**config.mk**
```make
export PLATFORM = sky130hd
export DESIGN_NAME = fetch_unit_flat
export DESIGN_NICKNAME = d
export VERILOG_FILES = /design/src/rtl/fetch_unit_if.sv /design/src/rtl/fetch_unit.sv /design/src/flat_wrapper.sv
export SDC_FILE = /design/constraint.sdc
export NUM_CORES = 1
export LEC_CHECK = 0
export ABC_CLOCK_PERIOD_IN_PS = 10300
export CAP_MARGIN = 5
export CORE_MARGIN = 3
export CORE_UTILIZATION = 55
export DETAILED_ROUTE_END_ITERATION = 10
export GPL_ROUTABILITY_DRIVEN = 0
export PLACE_DENSITY = 0.82
export RECOVER_POWER = 25
export SLEW_MARGIN = 30
export SYNTH_ARGS = -nofsm -noshare
export SYNTH_HDL_FRONTEND = slang
export SYNTH_SLANG_ARGS = --single-unit
```
**constraint.sdc**
```tcl
create_clock -name clk -period 10.3 [get_ports clk]
set_input_delay 1.03 -clock clk [delete_from_list [all_inputs] [get_ports clk]]
set_output_delay 1.03 -clock clk [all_outputs]
set_load 0.01 [all_outputs]
```
**src/rtl/fetch_unit_if.sv**
```systemverilog
// Fetch unit bundle: redirect input, imem request/response channels, decode handshake.
// Latency: none, wires only.
// Backpressure: carries imem_req_ready and inst_ready back to the fetch unit.
interface fetch_unit_if;
  logic        redirect_valid;
  logic [31:0] redirect_pc;
  logic        imem_req_valid;
  logic        imem_req_ready;
  logic [31:0] imem_addr;
  logic        imem_resp_valid;
  logic [31:0] imem_resp_data;
  logic        inst_valid;
  logic        inst_ready;
  logic [31:0] inst;
  logic [31:0] inst_pcplus4;
  logic [31:0] fetch_pc;

  // Fetch unit side
  modport master (
    input  redirect_valid, redirect_pc, imem_req_ready, imem_resp_valid,
           imem_resp_data, inst_ready,
    output imem_req_valid, imem_addr, inst_valid, inst, inst_pcplus4, fetch_pc
  );

  // Memory / next-PC / decode side
  modport slave (
    output redirect_valid, redirect_pc, imem_req_ready, imem_resp_valid,
           imem_resp_data, inst_ready,
    input  imem_req_valid, imem_addr, inst_valid, inst, inst_pcplus4, fetch_pc
  );
endinterface

```
**src/rtl/fetch_unit.sv**
```systemverilog
// Fetch unit: holds the fetch PC, issues sequential imem requests, queues returned words with PC+4.
// Latency: response to inst 1 cycle through the queue (0 cycles on the FETCH_BYPASS_EN bypass path).
// Backpressure: issue credit bounds live+squash by MAX_OUTSTANDING and live+count by FIFO_DEPTH; inst_ready stalls the queue.
// Optional macro FETCH_BYPASS_EN: a response into an empty, unsquashed queue is presented combinationally.

// Generic synchronous FIFO with flush; caller guarantees no push when full and no pop when empty.
module sync_fifo #(
  parameter int WIDTH = 32,
  parameter int DEPTH = 2,
  localparam int CW = $clog2(DEPTH + 1)
) (
  input  logic             clk,
  input  logic             rst_n,
  input  logic             flush,
  input  logic             push_vld,
  input  logic [WIDTH-1:0] push_dat,
  input  logic             pop_vld,
  output logic [WIDTH-1:0] head_dat,
  output logic [CW-1:0]    count
);
  localparam int AW = (DEPTH > 1) ? $clog2(DEPTH) : 1;

  logic [WIDTH-1:0] mem [DEPTH];
  logic [AW-1:0]    rd_ptr;
  logic [AW-1:0]    wr_ptr;

  // Pointer increment that also handles non power-of-two depths.
  function automatic logic [AW-1:0] ptr_inc(input logic [AW-1:0] p);
    return (p == AW'(DEPTH - 1)) ? '0 : p + AW'(1);
  endfunction

  assign head_dat = mem[rd_ptr];

  // Storage write; data array needs no reset, occupancy qualifies it.
  always_ff @(posedge clk) begin
    if (push_vld && !flush) mem[wr_ptr] <= push_dat;
  end

  // Pointers and occupancy; flush wins over any same-cycle push or pop.
  always_ff @(posedge clk or negedge rst_n) begin
    if (!rst_n) begin
      rd_ptr <= '0;
      wr_ptr <= '0;
      count  <= '0;
    end else if (flush) begin
      rd_ptr <= '0;
      wr_ptr <= '0;
      count  <= '0;
    end else begin
      if (push_vld) wr_ptr <= ptr_inc(wr_ptr);
      if (pop_vld)  rd_ptr <= ptr_inc(rd_ptr);
      count <= count + CW'(push_vld) - CW'(pop_vld);
    end
  end
endmodule

module fetch_unit #(
  parameter logic [31:0] RESET_PC        = 32'h0000_0000,
  parameter int          FIFO_DEPTH      = 2,
  parameter int          MAX_OUTSTANDING = 2
) (
  input  logic         clk,
  input  logic         rst_n,
  fetch_unit_if.master bus
);
  localparam int CNTW = $clog2(MAX_OUTSTANDING + 1);
  localparam int QCW  = $clog2(FIFO_DEPTH + 1);

  typedef struct packed {
    logic [31:0] word;
    logic [31:0] pcplus4;
  } inst_ent_t;

  logic [31:0]     pc_q;
  logic [31:0]     pc_plus4;
  logic [31:0]     redirect_aligned;
  logic [CNTW-1:0] live_q;     // accepted requests whose response is still wanted
  logic [CNTW-1:0] squash_q;   // accepted requests whose response will be dropped

  logic            req_vld;
  logic            fire;
  logic            resp;
  logic            resp_squash;
  logic            resp_live;
  logic            bypass_hit;

  logic            q_push;
  logic            q_pop;
  logic            q_empty;
  inst_ent_t       q_push_dat;
  inst_ent_t       q_head;
  logic [QCW-1:0]  q_count;

  logic            tag_pop;
  logic [31:0]     tag_head;
  logic [CNTW-1:0] tag_count;

  assign pc_plus4         = pc_q + 32'd4;
  assign redirect_aligned = bus.redirect_pc & ~32'h3;
  assign q_empty          = (q_count == '0);

  assign bus.fetch_pc  = pc_q;
  assign bus.imem_addr = pc_q;

  // Issue credit, response classification and queue control.
  always_comb begin
    req_vld = rst_n && !bus.redirect_valid
              && (int'(live_q) + int'(squash_q) < MAX_OUTSTANDING)
              && (int'(live_q) + int'(q_count) < FIFO_DEPTH);
    fire = req_vld && bus.imem_req_ready;

    // Squashed responses are always older than live ones, so drain squash first.
    resp        = rst_n && bus.imem_resp_valid;
    resp_squash = resp && (squash_q != '0);
    resp_live   = resp && (squash_q == '0) && (live_q != '0);

    bypass_hit = 1'b0;
`ifdef FETCH_BYPASS_EN
    bypass_hit = resp_live && !bus.redirect_valid && q_empty;
`endif

    tag_pop    = resp_live && !bus.redirect_valid;
    q_pop      = !q_empty && bus.inst_ready;
    q_push     = tag_pop && !(bypass_hit && bus.inst_ready);
    q_push_dat = '{word: bus.imem_resp_data, pcplus4: tag_head};
  end

  // Decode-facing outputs: queue head, else bypassed response, else zero.
  always_comb begin
    bus.imem_req_valid = req_vld;
    bus.inst_valid     = rst_n && (!q_empty || bypass_hit);
    bus.inst           = 32'h0;
    bus.inst_pcplus4   = 32'h0;
    if (!q_empty) begin
      bus.inst         = q_head.word;
      bus.inst_pcplus4 = q_head.pcplus4;
    end else if (bypass_hit) begin
      bus.inst         = bus.imem_resp_data;
      bus.inst_pcplus4 = tag_head;
    end
  end

  // Fetch PC and in-flight accounting; a redirect turns every live request into a squashed one.
  always_ff @(posedge clk or negedge rst_n) begin
    if (!rst_n) begin
      pc_q     <= RESET_PC;
      live_q   <= '0;
      squash_q <= '0;
    end else if (bus.redirect_valid) begin
      pc_q     <= redirect_aligned;
      live_q   <= '0;
      squash_q <= squash_q + live_q - CNTW'(resp_squash || resp_live);
    end else begin
      if (fire) pc_q <= pc_plus4;
      live_q   <= live_q + CNTW'(fire) - CNTW'(resp_live);
      squash_q <= squash_q - CNTW'(resp_squash);
    end
  end

  // PC+4 of every live request, consumed in order as responses return.
  sync_fifo #(
    .WIDTH (32),
    .DEPTH (MAX_OUTSTANDING)
  ) u_tag_q (
    .clk      (clk),
    .rst_n    (rst_n),
    .flush    (bus.redirect_valid),
    .push_vld (fire),
    .push_dat (pc_plus4),
    .pop_vld  (tag_pop),
    .head_dat (tag_head),
    .count    (tag_count)
  );

  // Instruction queue towards decode.
  sync_fifo #(
    .WIDTH ($bits(inst_ent_t)),
    .DEPTH (FIFO_DEPTH)
  ) u_inst_q (
    .clk      (clk),
    .rst_n    (rst_n),
    .flush    (bus.redirect_valid),
    .push_vld (q_push),
    .push_dat (q_push_dat),
    .pop_vld  (q_pop),
    .head_dat (q_head),
    .count    (q_count)
  );

  // Memory must never answer a request that was not accepted.
  a_resp_has_owner: assert property (@(posedge clk) disable iff (!rst_n)
    bus.imem_resp_valid |-> (live_q != '0 || squash_q != '0));

  // Every live request owns exactly one tag.
  a_tag_tracks_live: assert property (@(posedge clk) disable iff (!rst_n)
    tag_count == live_q);
endmodule

```
**src/flat_wrapper.sv**
```systemverilog
// flat-port wrapper written by rule: the top's interface ports become plain ports
module fetch_unit_flat 
#(
  parameter logic [31:0] RESET_PC        = 32'h0000_0000,
  parameter int          FIFO_DEPTH      = 2,
  parameter int          MAX_OUTSTANDING = 2
)
  (clk, rst_n, bus_redirect_valid, bus_redirect_pc, bus_imem_req_ready, bus_imem_resp_valid, bus_imem_resp_data, bus_inst_ready, bus_imem_req_valid, bus_imem_addr, bus_inst_valid, bus_inst, bus_inst_pcplus4, bus_fetch_pc);
  fetch_unit_if bus_i ();
  input  logic clk;
  input  logic rst_n;
  input wire logic [$bits(bus_i.redirect_valid)-1:0] bus_redirect_valid;
  input wire logic [$bits(bus_i.redirect_pc)-1:0] bus_redirect_pc;
  input wire logic [$bits(bus_i.imem_req_ready)-1:0] bus_imem_req_ready;
  input wire logic [$bits(bus_i.imem_resp_valid)-1:0] bus_imem_resp_valid;
  input wire logic [$bits(bus_i.imem_resp_data)-1:0] bus_imem_resp_data;
  input wire logic [$bits(bus_i.inst_ready)-1:0] bus_inst_ready;
  output wire logic [$bits(bus_i.imem_req_valid)-1:0] bus_imem_req_valid;
  output wire logic [$bits(bus_i.imem_addr)-1:0] bus_imem_addr;
  output wire logic [$bits(bus_i.inst_valid)-1:0] bus_inst_valid;
  output wire logic [$bits(bus_i.inst)-1:0] bus_inst;
  output wire logic [$bits(bus_i.inst_pcplus4)-1:0] bus_inst_pcplus4;
  output wire logic [$bits(bus_i.fetch_pc)-1:0] bus_fetch_pc;
  assign bus_i.redirect_valid = bus_redirect_valid;
  assign bus_i.redirect_pc = bus_redirect_pc;
  assign bus_i.imem_req_ready = bus_imem_req_ready;
  assign bus_i.imem_resp_valid = bus_imem_resp_valid;
  assign bus_i.imem_resp_data = bus_imem_resp_data;
  assign bus_i.inst_ready = bus_inst_ready;
  assign bus_imem_req_valid = bus_i.imem_req_valid;
  assign bus_imem_addr = bus_i.imem_addr;
  assign bus_inst_valid = bus_i.inst_valid;
  assign bus_inst = bus_i.inst;
  assign bus_inst_pcplus4 = bus_i.inst_pcplus4;
  assign bus_fetch_pc = bus_i.fetch_pc;
  fetch_unit #(.RESET_PC(RESET_PC), .FIFO_DEPTH(FIFO_DEPTH), .MAX_OUTSTANDING(MAX_OUTSTANDING)) u_core (.clk(clk), .rst_n(rst_n), .bus(bus_i));
endmodule
```
==> impl_results.md <==
- Status: complete, but fails checks
- Violated checks: max-capacitance violations, max-slew violations
- PortBufs: 191
- Clk Tree Root Cell: clkbuf_16
- Setup bufs post-CTS: 0
- DR DRC count: 0
- Slew @ Worst Pin: 2.37 ns
- Die Area: 19500 µm²
- Crit. End Element: output pin
- Hold_buf cts: 0
- Mean post-synth cell area: 13.9 µm²
- FF-to-FF End: u_core.u_tag_q.mem[1][13]
- Setup crit start kind: primary input
- TritonRoute pass-1 iters: 5
- Die Y-Extent: 139 µm
- Area contributors post-synth: edfxtp_1 56%, dfrtp_1 10%, mux2i_1 6.6%
- Clk_lat worst skew: 0.50 ns
- Placeable Area: 17400 µm²
- #FFs+latches synth: 224
- Post-synthesis sequential area ratio: 66.6%
- Max stage delay on crit path: 1.65 ns
- Leading area contributor after synthesis: edfxtp_1
- EDFF count, synth: 184
- ANT nets after route: 0
- Gate Count Post-Synth: 705
- Setup Viol. Count Final: 0
- Layout cell share with drive strength beyond 1: 7.97%
- Max VDD drop: 148 µV
- Gr ovfl total: 0
- Post-route core utilization: 71.6%
- Number of global-route vias before repair: 6236
- Power Density: 203 nW/µm²
- Clk buf depth: 3
- Async SR Flop Fraction: 17.9%
- Crit-path max FO: 44
- Max-cap violation count: 2
- Cell variety after synth: 45
- Clock skew: 0.0118 ns
- Tcrit/Tclk final: 49.1%
- Power Total: 2.52 mW
- Post-synth top area share: 56.4%
- Ys Warns: 0
- Fmax: 198 MHz
- Final setup TNS: 0 ns
- RSZ-0062 raised after global routing: false
- Leak: 4.34 nW
- Area grow syn2layout: 26.9%
- Vias: 6184
- H-Tree Depth: 1
- TritonCTS clock tree: done
- Hold path start: u_core.u_tag_q.wr_ptr
- Fin. Hold Viols: 0
- WHS Endpoint: u_core.u_tag_q.wr_ptr
- Largest net degree at the start of global routing: 63
- CTS resizes: 0
- Slew HR: -57.7%
- Clock sinks: 224
- Boundary Pins: 200
- First-pass GRT wire length: 33200 µm
- Clk pin slew, worst setup/hold paths: 0.06 ns
- Crit Path Class: in -> out
- Worst reg2reg path depth: 9
- Slowest cell on the critical path: clkbuf_1
- Global Route Usage Sum: 21.1%
- Initial antenna violation count: 0
- Fillers: 1128
- CP arrival: 4.03 ns
- Post-DP HPWL: 13500 µm
- Die Width: 139 µm
- Rows: 48
- Req. time, crit path: 9.27 ns
- FF/Latch Area: 6530 µm²
- Final net count: 943
- Area occupied by multi-input gates: 2840 µm²
- Ys flop type: edfxtp_1
- Num CTS Buffers: 22
- R2r setup slk: 6.77 ns
- Hold Path Depth: 1
- Crit-path cells: clkbuf_1, or4b_1, nor3_1, clkdlybuf4s50_1
- Min-delay worst type: reg -> reg
- Routed vias/inst: 5.60
- Wire per inst: 18.9 µm
- WL final: 20800 µm
- Cell Area, Synth: 9800 µm²
- Max-slew violations: 77
- Worst r2r src: u_core.live_q[0]
- Tmin final: 5.06 ns
- Starting Density: 56.4%
- DR iter-0 viols: 443
==> worst max-delay path, delay by kind of cell <==
kind / cells / cell delay [ns]
buffers and inverters: 2 / 2.23
and+or+nand+nor: 2 / 0.76
==> cells in the mapped netlist, drive strengths merged, types with 2 or more instances <==
cell type  count
or4b           2
o311ai         8
a21oi          7
buf           50
clkbuf        22
xor2          11
nand2b         2
edfxtp       184
mux2i         65
a31oi          3
nand2         34
fa             2
nand4         15
o21ai         14
a22oi          7
nor2          86
and3           9
dfrtp         40
o211ai         4
a21o           3
a22o           4
nand3         13
nor2b          4
ha             9
mux2          30
xnor2         27
inv           13
a221o          6
nor3          10
and4           2
or3            7
and2           4
==> how the worst max path moves through the flow <==
| stage | start | to | slack, ns |
|---|---|---|---|
| CTS | rst_n | bus_imem_req_valid | 6.17 |
| detailed placement | rst_n | u_core.u_tag_q.mem[1][12] | 6.02 |
| floorplan | rst_n | u_core.u_inst_q.mem[0][10] | 5.40 |
| finish | rst_n | bus_imem_req_valid | 5.24 |
| global route | rst_n | bus_imem_req_valid | 4.85 |
| global placement | rst_n | u_core.bus.fetch_pc[26] | 6.05 |
==> placed cells by master (no fill, tap or decap), types with 14 or more instances in the layout <==
master / count
nand4_1: 15
mux2i_1: 65
dfrtp_1: 39
mux2_2: 19
clkdlybuf4s50_1: 158
clkbuf_16: 23
edfxtp_1: 184
nor2_1: 80
dlygate4sd3_1: 32
xnor2_1: 27
o21ai_0: 14
nand2_1: 34
==> area by class of cell <==
cell class,instances,area share (%)
clock inverter,15,1.21
inverter,14,0.463
multi-input combinational,400,22.8
timing repair buffer,200,16.0
tap,225,2.26
clock buffer,25,4.69
antenna,1,0.0201
sequential,224,52.5
==> routing by layer <==
layer / vias up / global-route usage [%] / routed length, µm
met4: 0 / 5.25 / 348
met2: 293 / 35.5 / 10200
met1: 2995 / 29.1 / 8770
met3: 31 / 3.37 / 1530
li1: 2865 / - / -
met5: - / 0 / 0
==> cells by family after synthesis <==
family / after synthesis / synth area share, %
muxes: 95 / 10.1
xor gates and xnor gates: 38 / 3.40
other: 1 / 0.0383
and+or+nand+nor: 191 / 9.07
AOI/OAI and AO/OA: 59 / 4.28
DFF: 224 / 66.6
adders and majority gates: 11 / 1.56
buffers and inverters: 86 / 4.96
==> state kept, by name, summed over array words and instances, names as in the netlist, 2 cells and up <==
register	count
u_core.u_inst_q.mem	124
u_core.bus.fetch_pc	30
u_core.squash_q	2
u_core.u_inst_q.count	2
u_core.u_tag_q.mem	60
u_core.live_q	2
==> where the power goes <==
group          internal [mW]  switching, mW
combinational          0.324          0.292
clock                  0.483          0.323
sequential              1.03         0.0703
total                   1.84          0.685
==> stage by stage <==
stage,std cells,cell area [µm²],hold slack (ns),setup WS (ns)
floorplan,710,9820,0.464,5.40
global placement,1062,11700,0.493,6.05
detailed placement,1063,11700,0.507,6.02
CTS,1103,12400,0.521,6.17
global route,1103,12400,0.573,4.85
finish,1104,12400,0.519,5.24
Note: power is estimated with default switching activity, not from simulation.
